$ cat src/rtl/wr_stream_adapter.sv
// -----------------------------------------------------------------------------
// wr_stream_adapter
//
// Write-side front end of the asynchronous FIFO, entirely in the write clock
// domain. It turns a valid/ready source stream into the wr_en/wr_data strobe
// for the write-pointer/full stage. A two-entry skid buffer keeps s_ready a
// pure register output. The block also reports a registered fill level and an
// almost_full flag, both derived from the Gray write pointer and the
// synchronized Gray read pointer.
//
// Ports
//   wr_clk         in   write clock
//   wr_rst_n       in   asynchronous active-low reset
//   s_valid        in   source word valid
//   s_data         in   source word            [DATA_WIDTH]
//   s_ready        out  adapter can accept a word (registered)
//   wr_en          out  write request to the pointer/full stage
//   wr_data        out  word for the FIFO memory write port [DATA_WIDTH]
//   full           in   registered full flag from the pointer/full stage
//   wr_ptr         in   Gray write pointer     [ADDR_WIDTH+1]
//   rd_sync_to_wr  in   Gray read pointer, synchronized to wr_clk [ADDR_WIDTH+1]
//   wr_level       out  registered occupancy seen from the write side [ADDR_WIDTH+1]
//   almost_full    out  registered (wr_level >= AFULL_THRESH)
// -----------------------------------------------------------------------------
module wr_stream_adapter #(
    parameter int ADDR_WIDTH   = 6,
    parameter int DATA_WIDTH   = 8,
    parameter int AFULL_THRESH = 60
) (
    input  logic                  wr_clk,
    input  logic                  wr_rst_n,
    input  logic                  s_valid,
    input  logic [DATA_WIDTH-1:0] s_data,
    output logic                  s_ready,
    output logic                  wr_en,
    output logic [DATA_WIDTH-1:0] wr_data,
    input  logic                  full,
    input  logic [ADDR_WIDTH:0]   wr_ptr,
    input  logic [ADDR_WIDTH:0]   rd_sync_to_wr,
    output logic [ADDR_WIDTH:0]   wr_level,
    output logic                  almost_full
);

    localparam int               PW        = ADDR_WIDTH + 1;
    localparam logic [PW-1:0]    AFULL_LVL = PW'(AFULL_THRESH);

    // -------------------------------------------------------------------------
    // Skid buffer state
    // -------------------------------------------------------------------------
    logic [DATA_WIDTH-1:0] r_out_data;
    logic                  r_out_valid;
    logic [DATA_WIDTH-1:0] r_skid_data;
    logic                  r_skid_valid;
    logic                  r_s_ready;

    logic                  w_s_hs;
    logic                  w_out_load;
    logic [DATA_WIDTH-1:0] w_out_data_nxt;
    logic                  w_out_valid_nxt;
    logic [DATA_WIDTH-1:0] w_skid_data_nxt;
    logic                  w_skid_valid_nxt;

    assign wr_en      = r_out_valid & ~full;
    assign wr_data    = r_out_data;
    assign s_ready    = r_s_ready;

    assign w_s_hs     = s_valid & r_s_ready;
    // The out register may take a new word when it is empty or is being
    // consumed by the FIFO on this edge.
    assign w_out_load = ~r_out_valid | wr_en;

    // NOTE: every output of this block is given a hold value before the
    // branches, so no path leaves a signal unassigned and no latch is inferred.
    always_comb begin
        w_out_data_nxt   = r_out_data;
        w_skid_data_nxt  = r_skid_data;
        w_skid_valid_nxt = r_skid_valid;
        w_out_valid_nxt  = w_out_load ? (r_skid_valid | w_s_hs) : r_out_valid;

        if (r_skid_valid && w_out_load) begin
            // Skid word is older than anything on s_data, so it goes first.
            // No handshake is possible here because s_ready is low.
            w_out_data_nxt   = r_skid_data;
            w_skid_valid_nxt = 1'b0;
        end else if (w_s_hs && w_out_load) begin
            w_out_data_nxt   = s_data;
        end else if (w_s_hs) begin
            // out is stalled by full: park the word in the skid register.
            w_skid_data_nxt  = s_data;
            w_skid_valid_nxt = 1'b1;
        end
    end

    // NOTE: sequential state uses non-blocking assignments so every register
    // samples the pre-edge values, independent of statement order.
    // The data registers are reset as well, so wr_data is a known 0 after
    // reset rather than whatever the flops powered up with.
    always_ff @(posedge wr_clk or negedge wr_rst_n) begin
        if (!wr_rst_n) begin
            r_out_data   <= '0;
            r_out_valid  <= 1'b0;
            r_skid_data  <= '0;
            r_skid_valid <= 1'b0;
            r_s_ready    <= 1'b1;
        end else begin
            r_out_data   <= w_out_data_nxt;
            r_out_valid  <= w_out_valid_nxt;
            r_skid_data  <= w_skid_data_nxt;
            r_skid_valid <= w_skid_valid_nxt;
            // Registered copy of "skid will be empty after this edge".
            r_s_ready    <= ~w_skid_valid_nxt;
        end
    end

    // -------------------------------------------------------------------------
    // Fill level and almost_full
    // -------------------------------------------------------------------------
    function automatic logic [PW-1:0] gray2bin(input logic [PW-1:0] g);
        logic [PW-1:0] b;
        b         = '0;
        b[PW-1]   = g[PW-1];
        for (int i = PW - 2; i >= 0; i--) begin
            b[i] = b[i+1] ^ g[i];
        end
        return b;
    endfunction

    logic [PW-1:0] w_wr_bin;
    logic [PW-1:0] w_rd_bin;
    logic [PW-1:0] w_level_nxt;
    logic [PW-1:0] r_wr_level;
    logic          r_almost_full;

    assign w_wr_bin    = gray2bin(wr_ptr);
    assign w_rd_bin    = gray2bin(rd_sync_to_wr);
    // Pointers carry one extra wrap bit, so the modulo-2^PW difference is the
    // true occupancy (0..2^ADDR_WIDTH) even after either pointer wraps.
    assign w_level_nxt = w_wr_bin - w_rd_bin;

    always_ff @(posedge wr_clk or negedge wr_rst_n) begin
        if (!wr_rst_n) begin
            r_wr_level    <= '0;
            r_almost_full <= 1'b0;
        end else begin
            r_wr_level    <= w_level_nxt;
            r_almost_full <= (w_level_nxt >= AFULL_LVL);
        end
    end

    assign wr_level    = r_wr_level;
    assign almost_full = r_almost_full;

endmodule

$ cat config.mk
export PLATFORM = sky130hd
export DESIGN_NAME = wr_stream_adapter
export DESIGN_NICKNAME = d
export VERILOG_FILES = /design/src/rtl/wr_stream_adapter.sv
export SDC_FILE = /design/constraint.sdc
export NUM_CORES = 1
export LEC_CHECK = 0
export ABC_AREA = 1
export CORE_ASPECT_RATIO = 2
export CORE_MARGIN = 2
export CORE_UTILIZATION = 40
export DETAILED_ROUTE_END_ITERATION = 10
export GPL_TIMING_DRIVEN = 0
export PLACE_DENSITY = 0.72
export SYNTH_ARGS = -nofsm -noshare
export SYNTH_HDL_FRONTEND = slang
export SYNTH_SLANG_ARGS = --single-unit
$ cat constraint.sdc
create_clock -name wr_clk -period 2.52 [get_ports wr_clk]
set_input_delay 0.504 -clock wr_clk [delete_from_list [all_inputs] [get_ports wr_clk]]
set_output_delay 0.504 -clock wr_clk [all_outputs]
set_load 0.005 [all_outputs]
==> results.md, run 1 <==
* Status: completed
* DR pass1 iterations at 4
* Worst Path Max Fanout at 4
* WHS Endpoint: wr_data[4]$_DFFE_PN0P_
* First-pass GRT wire length at approximately 5500 um
* Worst hold slack at 0.4894 ns
* Relative slew margins at 24.24%
* ANT nets after route at 0
* Post-synthesis sequential area ratio at about two fifths
* Root Buffer: clkbuf_8
* Vias/cell at roughly 4.7
* Seq cells post-synth at 27
* Worst-path clk slew at about 0.10 ns
* Total wire length at around 3200 um
* Die width at 49.30 um
* Synthesized Nets at 236
* Post-synth top area share at between 30% and 40%
* Reg-to-reg endpoint: wr_data[4]$_DFFE_PN0P_
* Fin Setup TNS at 0 ns
* DRC Markers at 0
* Library cells used by synthesis at 23
* Post-Syn Instances at roughly 200
* Sequential Power Share at 41.5%
* Synth Flop Type: dfrtp_1
* GP Congestion at 0.8609
* Crit path capture type: flop
* Area leader, netlist: dfrtp_1
* Crit path DAT at 2.55 ns
* Slowest stage cell, crit path: fa_2
* Initial core utilization at 40.99%
* Nets at ~290
* Clock share of power at 16.9%
* Worst R2R Start: s_ready$_DFF_PN1_
* Max rail drop VDD at 0.0004162 V
* Hold Crit Depth at 2
* Hold Vio Cnt, Final at 0
* Setup Crit Path Kind: primary input to flop
* Pleak at ~1.2 nW
* Most area-consuming cells after synthesis: dfrtp_1, nand2_1, inv_1
* Io pins at 44
* WL/cell at 10.37 um
* Vias in the first global route at 1408
* Avg Synthesized Cell Area at 8.087 sq um
* Crit path launch type: primary input
* Vias at 1433
* Initial antenna violation count at 0
* Crit path required time at 2.68 ns
* FP Rows at 33
* # diodes at 0
* Sw Share at 31.49%
* Worst-margin pin slew at 1.133 ns
* R2R Setup Slk at 1.17 ns
* Count of input and output buffers at 43
* Fmax at 419.1 MHz
* Drt initial violations at 22
* Synth Cell Area at 1642 sq um
* Util after Layout at 56.67%
* Final Instance Area at 2270 sq um
* Placed Instance Area at 2137 sq um
* Clock Latency Late Sink at roughly 0.28 ns
* CTS tree: built
* Share of cells above drive strength 1 at 23.23%
* Die Span Y at 94.60 um
* Placed Cells at 298
* Async SR Flop Fraction at 100.0%
* Fill cells at 382
* Period utilization at 94.68%
* Count of non-filler cells in the finished layout at 306
* Crit path cell chain: clkbuf_2 > inv_2 > nand2_2 > nand3_4 > nand2_4 > nand2_2 > nand3_4 > nand3_2 > nand3_2 > nand2_1 > ha_2 > fa_2 > inv_2 > nand3_1 > nand2_1 > xnor2_1 > inv_1 > nand2_1 > nor2_1 > nand2_1 > nand2_1
* Most frequent cells in the layout: nand2_1, clkdlybuf4s50_1, inv_1
* Layout Area Growth over Synthesis at 38.26%
* Clk_skew at 0.01265 ns
* Die area at 4664 sq um
* Most used cell, CP: nand2_1
* Clock Tree Buf Depth at 2
* Htree depth at 1
* Power density over cell area at 646.7 nW/um^2
* Reg2Reg Depth at 7
* YS warnings at 0
* CTS Buf Count at 3
* Hold WC Path Type: flop to flop
* Hold path start: wr_data[4]$_DFFE_PN0P_
* Number of synthesized flops with an enable pin at 0
* Gr usage total at between 10 and 15%
* Clock sink count at 27
* Min Clock Period, post-route at 2.386 ns
* Dpl ws at -0.6682 ns
* Power consumption at 1.468 mW
* Commonest non-fill, non-tap cell in the layout: nand2_1
* Net switching power at 0.4622 mW
* Detailed Place HPWL at approximately 2500 um
* Fin worst setup slack at ~0.13 ns
* Largest net degree at the start of global routing at 28
* P_int at 1.006 mW
* Worst path max stage delay at between 0.3 and 0.4 ns
* Slew Viols, Final at 0
* Global route total overflow at 0
* Core area at approximately 4000 sq um
* Comb pwr share at a little over two fifths
* Final setup fails at 0
* Max-Cap Viols at 0
routing by layer:
metal / GRT usage, % / vias up / share of wire (%)
li1: - / 744 / -
met1: 16.77 / 643 / 44
met2: 26.24 / 40 / 51
met3: 2.215 / 6 / 4.4
met4: 5.952 / 0 / 1.1
met5: 0 / - / 0
synthesized netlist by cell type (2+ instances only):
cell type,number
a21oi_1,16
dfrtp_1,26
ha_1,6
inv_1,34
inv_2,3
mux2_2,3
nand2_1,43
nand2_2,12
nand3_1,14
nand3_2,10
nand4_1,2
nor2_1,9
o21ai_0,11
xnor2_1,2
xor2_1,4
kinds of logic (layout without fill, tap and decap cells):
kind of cell / after synthesis / in the layout / share of synthesized area, %
compound gates: 28 / 28 / 8.689
flops: 27 / 27 / 41.23
buf+inv: 39 / 90 / 9.222
simple gates: 93 / 93 / 29.80
xor+xnor: 6 / 6 / 3.201
fa+ha+maj: 7 / 7 / 5.793
mux: 3 / 3 / 2.058
critical path, delay by kind of cell:
| kind | cells | cell delay (ns) |
|---|---|---|
| xor+xnor | 1 | 0.11 |
| fa+ha+maj | 2 | 0.54 |
| buf+inv | 4 | 0.34 |
| simple gates | 14 | 1.05 |
sequential cells by signal, indices dropped and copies added, names as in the netlist:
register / count
s_ready: 1
almost_full: 1
r_skid_data: 8
r_skid_valid: 1
wr_data: 8
wr_level: 7
r_out_valid: 1
layout make-up:
class	instances	area, sq um	share of cell area (%)
plain buffers	2	12.51	0.5513
clock buffers	3	41.29	1.819
clock inverters	1	7.507	0.3308
inverters	37	138.9	6.119
multi-input cells	137	890.9	39.25
flip-flops and latches	27	676.9	29.82
well taps	52	65.06	2.867
repair buffers	47	436.7	19.24
power by group through the flow:
stage / Clock (mW) / Sequential (mW) / Combinational, mW
after global routing: 0.261 / 0.628 / 0.682
after CTS: 0.248 / 0.611 / 0.597
after detailed placement: 0 / 0.619 / 0.584
final: 0.248 / 0.609 / 0.610
after floorplan: 0 / 0.626 / 0.285
after global placement: 0 / 0.615 / 0.571
worst max-delay path by stage:
| stage | start | end | slack (ns) |
|---|---|---|---|
| final | rd_sync_to_wr[6] | almost_full$_DFF_PN0_ | 0.13 |
| after global routing | rd_sync_to_wr[5] | wr_level[6]$_DFF_PN0_ | -0.008 |
| after CTS | rd_sync_to_wr[5] | almost_full$_DFF_PN0_ | 0.004 |
| after detailed placement | rd_sync_to_wr[6] | almost_full$_DFF_PN0_ | -0.67 |
| after global placement | wr_ptr[6] | almost_full$_DFF_PN0_ | -0.64 |
| after floorplan | wr_ptr[5] | almost_full$_DFF_PN0_ | 0.10 |
repair_timing:
action                     4_1_cts  5_1_grt
setup endpoints to repair        3        2
hold buffers                     0        0
gates resized for setup         16       23
setup buffers                    3        1
pin swaps                        6        7
Power figures use the tool's default switching activity.
==> run 2: changes to the inputs <==
--- a/config.mk
+++ b/config.mk
@@ -6,6 +6,7 @@
 export NUM_CORES = 1
 export LEC_CHECK = 0
 export ABC_AREA = 1
+export CAP_MARGIN = 10
 export CORE_ASPECT_RATIO = 2
 export CORE_MARGIN = 2
 export CORE_UTILIZATION = 40
@@ -15,3 +16,4 @@
 export SYNTH_ARGS = -nofsm -noshare
 export SYNTH_HDL_FRONTEND = slang
 export SYNTH_SLANG_ARGS = --single-unit
+export TNS_END_PERCENT = 10
==> results.md, run 2 (synthesis gave the netlist of run 1 again) <==
* CTS tree: built (unchanged)
* Min Clock Period, post-route at 2.387 ns (was 2.386 ns)
* Crit path required time at 2.68 ns (about the same)
* Crit path capture type: flop (unchanged)
* Root Buffer: clkbuf_8 (unchanged)
* Hold Buf Count CTS at 0 (unchanged)
* Util after Layout at 57.36% (was 56.67%)
* Die Span Y at 94.60 um (unchanged)
* Final setup fails at 0 (unchanged)
* Worst-path clk slew at 0.10 ns (about the same)
* Crit path DAT at 2.55 ns (about the same)
* Hold Vio Cnt, Final at 0 (unchanged)
* Dpl ws at -0.6682 ns (unchanged)
* Htree depth at 1 (unchanged)
* Crit path launch type: primary input (unchanged)
* Status: completed (unchanged)
* Layout Area Growth over Synthesis at 39.94% (was 38.26%)
* Gr usage total at 14.53% (unchanged)
* FP Rows at 33 (unchanged)
* Count of input and output buffers at 43 (unchanged)
* Fmax at 418.9 MHz (was 419.1 MHz)
* Worst-margin pin slew at 0.4628 ns (was 1.133 ns)
* Relative slew margins at 69.05% (was 24.24%)
* Most frequent cells in the layout: nand2_1, clkdlybuf4s50_1, inv_1 (unchanged)
* DR pass1 iterations at 4 (unchanged)
* GP Congestion at 0.8609 (unchanged)
* Initial core utilization at 40.99% (unchanged)
* Drt initial violations at 19 (was 22)
* Final Instance Area at 2297 sq um (was 2270 sq um)
* Fill cells at 375 (was 382)
* # diodes at 0 (unchanged)
* Max rail drop VDD at 0.0004166 V (was 0.0004162 V)
* Power consumption at 1.474 mW (was 1.468 mW)
* DRC Markers at 0 (unchanged)
* Largest net degree at the start of global routing at 28 (unchanged)
* Clk_skew at 0.01281 ns (was 0.01265 ns)
* Vias in the first global route at 1408 (unchanged)
* Fin Setup TNS at 0 ns (unchanged)
* Fin worst setup slack at 0.1329 ns (was 0.1341 ns)
* WL/cell at 10.41 um (was 10.37 um)
* First-pass GRT wire length at 5485 um (unchanged)
* Commonest non-fill, non-tap cell in the layout: nand2_1 (unchanged)
* Vias/cell at 4.658 (was 4.683)
* Vias at 1430 (was 1433)
* Total wire length at 3197 um (was 3173 um)
* Share of cells above drive strength 1 at 23.53% (was 23.23%)
* Core area at 4005 sq um (unchanged)
* Period utilization at 94.73% (was 94.68%)
* Placed Instance Area at 2137 sq um (unchanged)
* Nets at 289 (was 288)
* Worst Path Max Fanout at 4 (unchanged)
* Global route total overflow at 0 (unchanged)
* Die width at 49.30 um (unchanged)
* Power density over cell area at 641.7 nW/um^2 (was 646.7 nW/um^2)
* Setup Crit Path Kind: primary input to flop (unchanged)
* Max-Cap Viols at 0 (unchanged)
* Initial antenna violation count at 0 (unchanged)
* Detailed Place HPWL at 2474 um (unchanged)
* Clock sink count at 27 (unchanged)
* ANT nets after route at 0 (unchanged)
* Die area at 4664 sq um (unchanged)
* Slew Viols, Final at 0 (unchanged)
* Pleak at 1.164 nW (was 1.151 nW)
* Hold WC Path Type: flop to flop (unchanged)
* Io pins at 44 (unchanged)
* CTS Buf Count at 3 (unchanged)
* Clock Latency Late Sink at 0.28 ns (about the same)
* Clock Tree Buf Depth at 2 (unchanged)
==> run 2: changes by cell type in the layout (fill, tap and decap cells not counted) <==
cell	change
buf_16	+1
==> run 2: repair_timing <==
item | 4_1_cts | 5_1_grt
setup buffers | 3 | 1
gates cloned | 0 | 0
setup endpoints to repair | 3 | 2
resized for setup | 16 | 23
pin swaps | 6 | 7
==> run 2: power breakdown <==
part / switching (mW) / total, mW / internal [mW]
combinational: 0.278 / 0.616 / 0.338
clock: 0.136 / 0.248 / 0.112
sequential: 0.0502 / 0.610 / 0.560
==> run 2: area by class of cell <==
type                    instances  area, sq um  share of cell area (%)
well taps                      52        65.06                   2.832
inverters                      37        138.9                   6.046
repair buffers                 48        464.2                   20.21
multi-input cells             137        890.9                   38.78
plain buffers                   2        12.51                  0.5447
clock inverters                 1        7.507                  0.3268
clock buffers                   3        41.29                   1.797
flip-flops and latches         27        676.9                   29.47
==> run 2: metal layers <==
metal | GRT usage (%) | share of wire (%) | vias up
li1 | - | - | 747
met1 | 16.77 | 44 | 643
met2 | 26.24 | 51 | 36
met3 | 2.215 | 4.1 | 4
met4 | 5.952 | 0.81 | 0
met5 | 0 | 0 | -
==> run 2: path summary, 6_finish.rpt <==
path                                        startpoint                endpoint  slack (ns)  cells past startpoint
worst max-delay path                  rd_sync_to_wr[6]   almost_full$_DFF_PN0_        0.13                     21
worst min-delay path            wr_data[4]$_DFFE_PN0P_  wr_data[4]$_DFFE_PN0P_        0.49                      2
worst max register to register  r_skid_valid$_DFF_PN0_  wr_data[4]$_DFFE_PN0P_        1.16                      7
worst min register to register  wr_data[4]$_DFFE_PN0P_  wr_data[4]$_DFFE_PN0P_        0.49                      2
max in group asynchronous                     wr_rst_n   wr_level[0]$_DFF_PN0_        1.53                      2
min in group asynchronous                     wr_rst_n   wr_level[5]$_DFF_PN0_        0.55                      1
==> run 2: worst max-delay path, stage by stage <==
cell,delay [ns]
clkbuf_2,0.14
inv_2,0.06
nand2_2,0.09
nand3_4,0.10
nand2_4,0.10
nand2_2,0.06
nand3_4,0.11
nand3_2,0.12
nand3_2,0.08
nand2_1,0.05
ha_2,0.19
fa_2,0.35
inv_2,0.07
nand3_1,0.06
nand2_1,0.09
xnor2_1,0.11
inv_1,0.07
nand2_1,0.06
nor2_1,0.04
nand2_1,0.05
nand2_1,0.04
==> run 2: metrics by stage <==
stage	hold slack [ns]	instances
2_1_floorplan	0.2084	203
3_3_place_gp	0.4627	298
3_5_place_dp	0.4641	298
4_1_cts	0.4888	305
5_1_grt	0.5241	307
6_report	0.4892	307
==> run 3: changes to the inputs <==
==> constraint.sdc (replaced) <==
create_clock -name wr_clk -period 2.2 [get_ports wr_clk]
set_input_delay 0.44 -clock wr_clk [delete_from_list [all_inputs] [get_ports wr_clk]]
set_output_delay 0.44 -clock wr_clk [all_outputs]
set_load 0.005 [all_outputs]
==> results.md, run 3 (synthesis gave the netlist of run 1 again) <==
* Util after Layout at 63.07% (was 57.36%)
* Detailed Place HPWL at 2658 um (was 2474 um)
* Period utilization at 105.5%
* First-pass GRT wire length at 6175 um (was 5485 um)
* Vias in the first global route at 1575 (was 1408)
* Fin worst setup slack at -0.1213 ns (was 0.1329 ns)
* Count of input and output buffers at 43 (unchanged)
* Power consumption at 1.748 mW (was 1.474 mW)
* Top delay family on crit path: simple AND/OR/NAND/NOR gates (unchanged)
* Io pins at 44 (unchanged)
* Initial core utilization at 40.99% (unchanged)
* Nets at 297 (was 289)
* Sequential Power Share at 40.1% (was 41.4%)
* Pleak at 1.250 nW (was 1.164 nW)
* Total wire length at 3796 um (was 3197 um)
* Fin Setup TNS at -0.2276 ns (was 0 ns)
* Worst path max stage delay at 0.37 ns (was 0.35 ns)
* CTS tree: built (unchanged)
* DRC Markers at 0 (unchanged)
* Die Span Y at 94.60 um (unchanged)
* Clk_skew at 0.003210 ns (was 0.01281 ns)
* Met3 Wirelength at 162 um (was 130 um)
* Gr usage total at 16.27% (was 14.53%)
* Hold Buf Count CTS at 0 (unchanged)
* Htree depth at 1 (unchanged)
* WL/cell at 12.05 um (was 10.41 um)
* # diodes at 0 (unchanged)
* Status: finished, violations left (was completed)
* Largest net degree at the start of global routing at 28 (unchanged)
* Slowest stage cell, crit path: fa_2 (unchanged)
* Vias/cell at 4.933 (was 4.658)
* Worst Path Max Fanout at 3 (was 4)
* Max-Cap Viols at 0 (unchanged)
* Min Clock Period, post-route at 2.321 ns
* Die area at 4664 sq um (unchanged)
* Crit path DAT at 2.47 ns (was 2.55 ns)
* Most frequent cells in the layout: nand2_1, clkdlybuf4s50_1, inv_1 (unchanged)
* Slew Viols, Final at 0 (unchanged)
* Root Buffer: clkbuf_8 (unchanged)
* P_int at 1.195 mW (was 1.010 mW)
* RSZ-0062 raised after global routing: yes
* Crit path required time at 2.35 ns (was 2.68 ns)
* Clock sink count at 27 (unchanged)
* Relative slew margins at 63.80% (was 69.05%)
* Stages on worst setup path at 18 (was 21)
* DRT met1 WL at 1427 um (was 1402 um)
* Global route total overflow at 0 (unchanged)
* Vias at 1554 (was 1430)
* Hold WC Path Type: flop to flop (unchanged)
* Fmax at 430.8 MHz
* Setup Crit Path Kind: primary input to flop (unchanged)
* R2R Setup Slk at 0.83 ns (was 1.16 ns)
* Buf/Inv on CP at 3 (was 4)
* Reg2Reg Depth at 7 (unchanged)
* Max rail drop VDD at 0.0004585 V (was 0.0004166 V)
* Met2 WL at 2091 um (was 1637 um)
* Sw Share at 31.62% (was 31.49%)
* Crit path capture type: flop (unchanged)
* FP Rows at 33 (unchanged)
* CTS Buf Count at 3 (unchanged)
* Layout Area Growth over Synthesis at 53.89% (was 39.94%)
* Hold Vio Cnt, Final at 0 (unchanged)
* ANT nets after route at 0 (unchanged)
* Clock share of power at 14.9% (was 16.8%)
* Comb pwr share at 45.0% (was 41.8%)
* Crit path cell chain: buf_6 > inv_4 > nand2_4 > nand3_4 > nand2_4 > nand2_4 > nand3_4 > nand2_4 > nand2_1 > nand3_1 > nand2_1 > ha_4 > fa_2 > inv_2 > nand4_1 > o211ai_1 > xor2_1 > nand2_1 (was clkbuf_2 > inv_2 > nand2_2 > nand3_4 > nand2_4 > nand2_2 > nand3_4 > nand3_2 > nand3_2 > nand2_1 > ha_2 > fa_2 > inv_2 > nand3_1 > nand2_1 > xnor2_1 > inv_1 > nand2_1 > nor2_1 > nand2_1 > nand2_1)
* Clock Tree Buf Depth at 2 (unchanged)
* Worst-path clk slew at 0.08 ns (was 0.10 ns)
* Hold Crit Depth at 2 (unchanged)
* Uppermost layer routed: met4 (unchanged)
* DR pass1 iterations at 4 (unchanged)
* Violated checks: setup timing
* Count of non-filler cells in the finished layout at 315 (was 307)
* Most used cell, CP: nand2_4 (was nand2_1)
* Net switching power at 0.5528 mW (was 0.4642 mW)
* Dpl ws at -0.9050 ns (was -0.6682 ns)
* Clock Latency Late Sink at 0.26 ns (was 0.28 ns)
* Core area at 4005 sq um (unchanged)
* Drt initial violations at 16 (was 19)
* Worst-margin pin slew at 0.5414 ns (was 0.4628 ns)
* Power density over cell area at 692.0 nW/um^2 (was 641.7 nW/um^2)
* Die width at 49.30 um (unchanged)
* Placed Cells at 298 (unchanged)
* Crit path launch type: primary input (unchanged)
* GP Congestion at 0.7385 (was 0.8609)
* Share of cells above drive strength 1 at 31.18% (was 23.53%)
* Initial antenna violation count at 0 (unchanged)
* Final setup fails at 2 (was 0)
run 3: cell count changes in the layout (fill, tap and decap cells not counted), sizes merged:
cell | before | now
clkdlybuf4s15 | 0 | 1
clkbuf | 8 | 5
clkinvlp | 1 | 0
dlygate4sd2 | 3 | 2
buf | 7 | 21
dlymetal6s2s | 2 | 0
run 3: final cells by class:
cell class	count	area (sq um)
Fill cell	351	1479
Multi-Input combinational cell	137	1036
Sequential cell	27	676.9
Timing Repair Buffer	56	531.8
Inverter	37	158.9
Tap cell	52	65.06
Clock buffer	4	45.04
Buffer	2	12.51
run 3: final timing paths:
path                                        start                     end
max                              rd_sync_to_wr[5]   almost_full$_DFF_PN0_
min                        wr_data[3]$_DFFE_PN0P_  wr_data[3]$_DFFE_PN0P_
max reg2reg                     s_ready$_DFF_PN1_  wr_data[3]$_DFFE_PN0P_
min reg2reg                wr_data[3]$_DFFE_PN0P_  wr_data[3]$_DFFE_PN0P_
max in group asynchronous                wr_rst_n  r_skid_valid$_DFF_PN0_
min in group asynchronous                wr_rst_n   wr_level[2]$_DFF_PN0_
run 3: metrics by stage:
step	hold slack [ns]	instance area, sq um
6_report	0.4808	2526
5_1_grt	0.5169	2526
4_1_cts	0.4863	2386
3_5_place_dp	0.4640	2142
3_3_place_gp	0.4622	2142
2_1_floorplan	0.1444	1647
run 3: timing repair:
| action | in CTS | in global routing |
|---|---|---|
| resized for setup | 70 | 26 |
| cloned | 0 | 0 |
| hold endpoints to repair | 0 | 0 |
| buffers inserted | 10 | 2 |
| setup endpoints to repair | 7 | 5 |
| pin swaps | 22 | 17 |
run 3: worst register-to-register path, delay by kind of cell, from the launching register on:
kind	cells	cell delay (ns)
flops	1	0.54
simple gates	4	0.35
compound gates	2	0.21
buf+inv	1	0.22
run 3: routing by layer:
| metal | vias to the layer above | GRT usage [%] |
|---|---|---|
| met5 | - | 0 |
| met4 | 0 | 4.286 |
| li1 | 767 | - |
| met1 | 722 | 17.71 |
| met3 | 12 | 1.899 |
| met2 | 53 | 32.09 |
run 3: power by group through the flow:
stage	clock (mW)	sequential (mW)	combinational, mW
3_5_place_dp	0	0.713	0.675
2_1_floorplan	0	0.717	0.328
3_3_place_gp	0	0.707	0.656
6_report	0.261	0.701	0.786
4_1_cts	0.274	0.702	0.737
5_1_grt	0.293	0.720	0.867
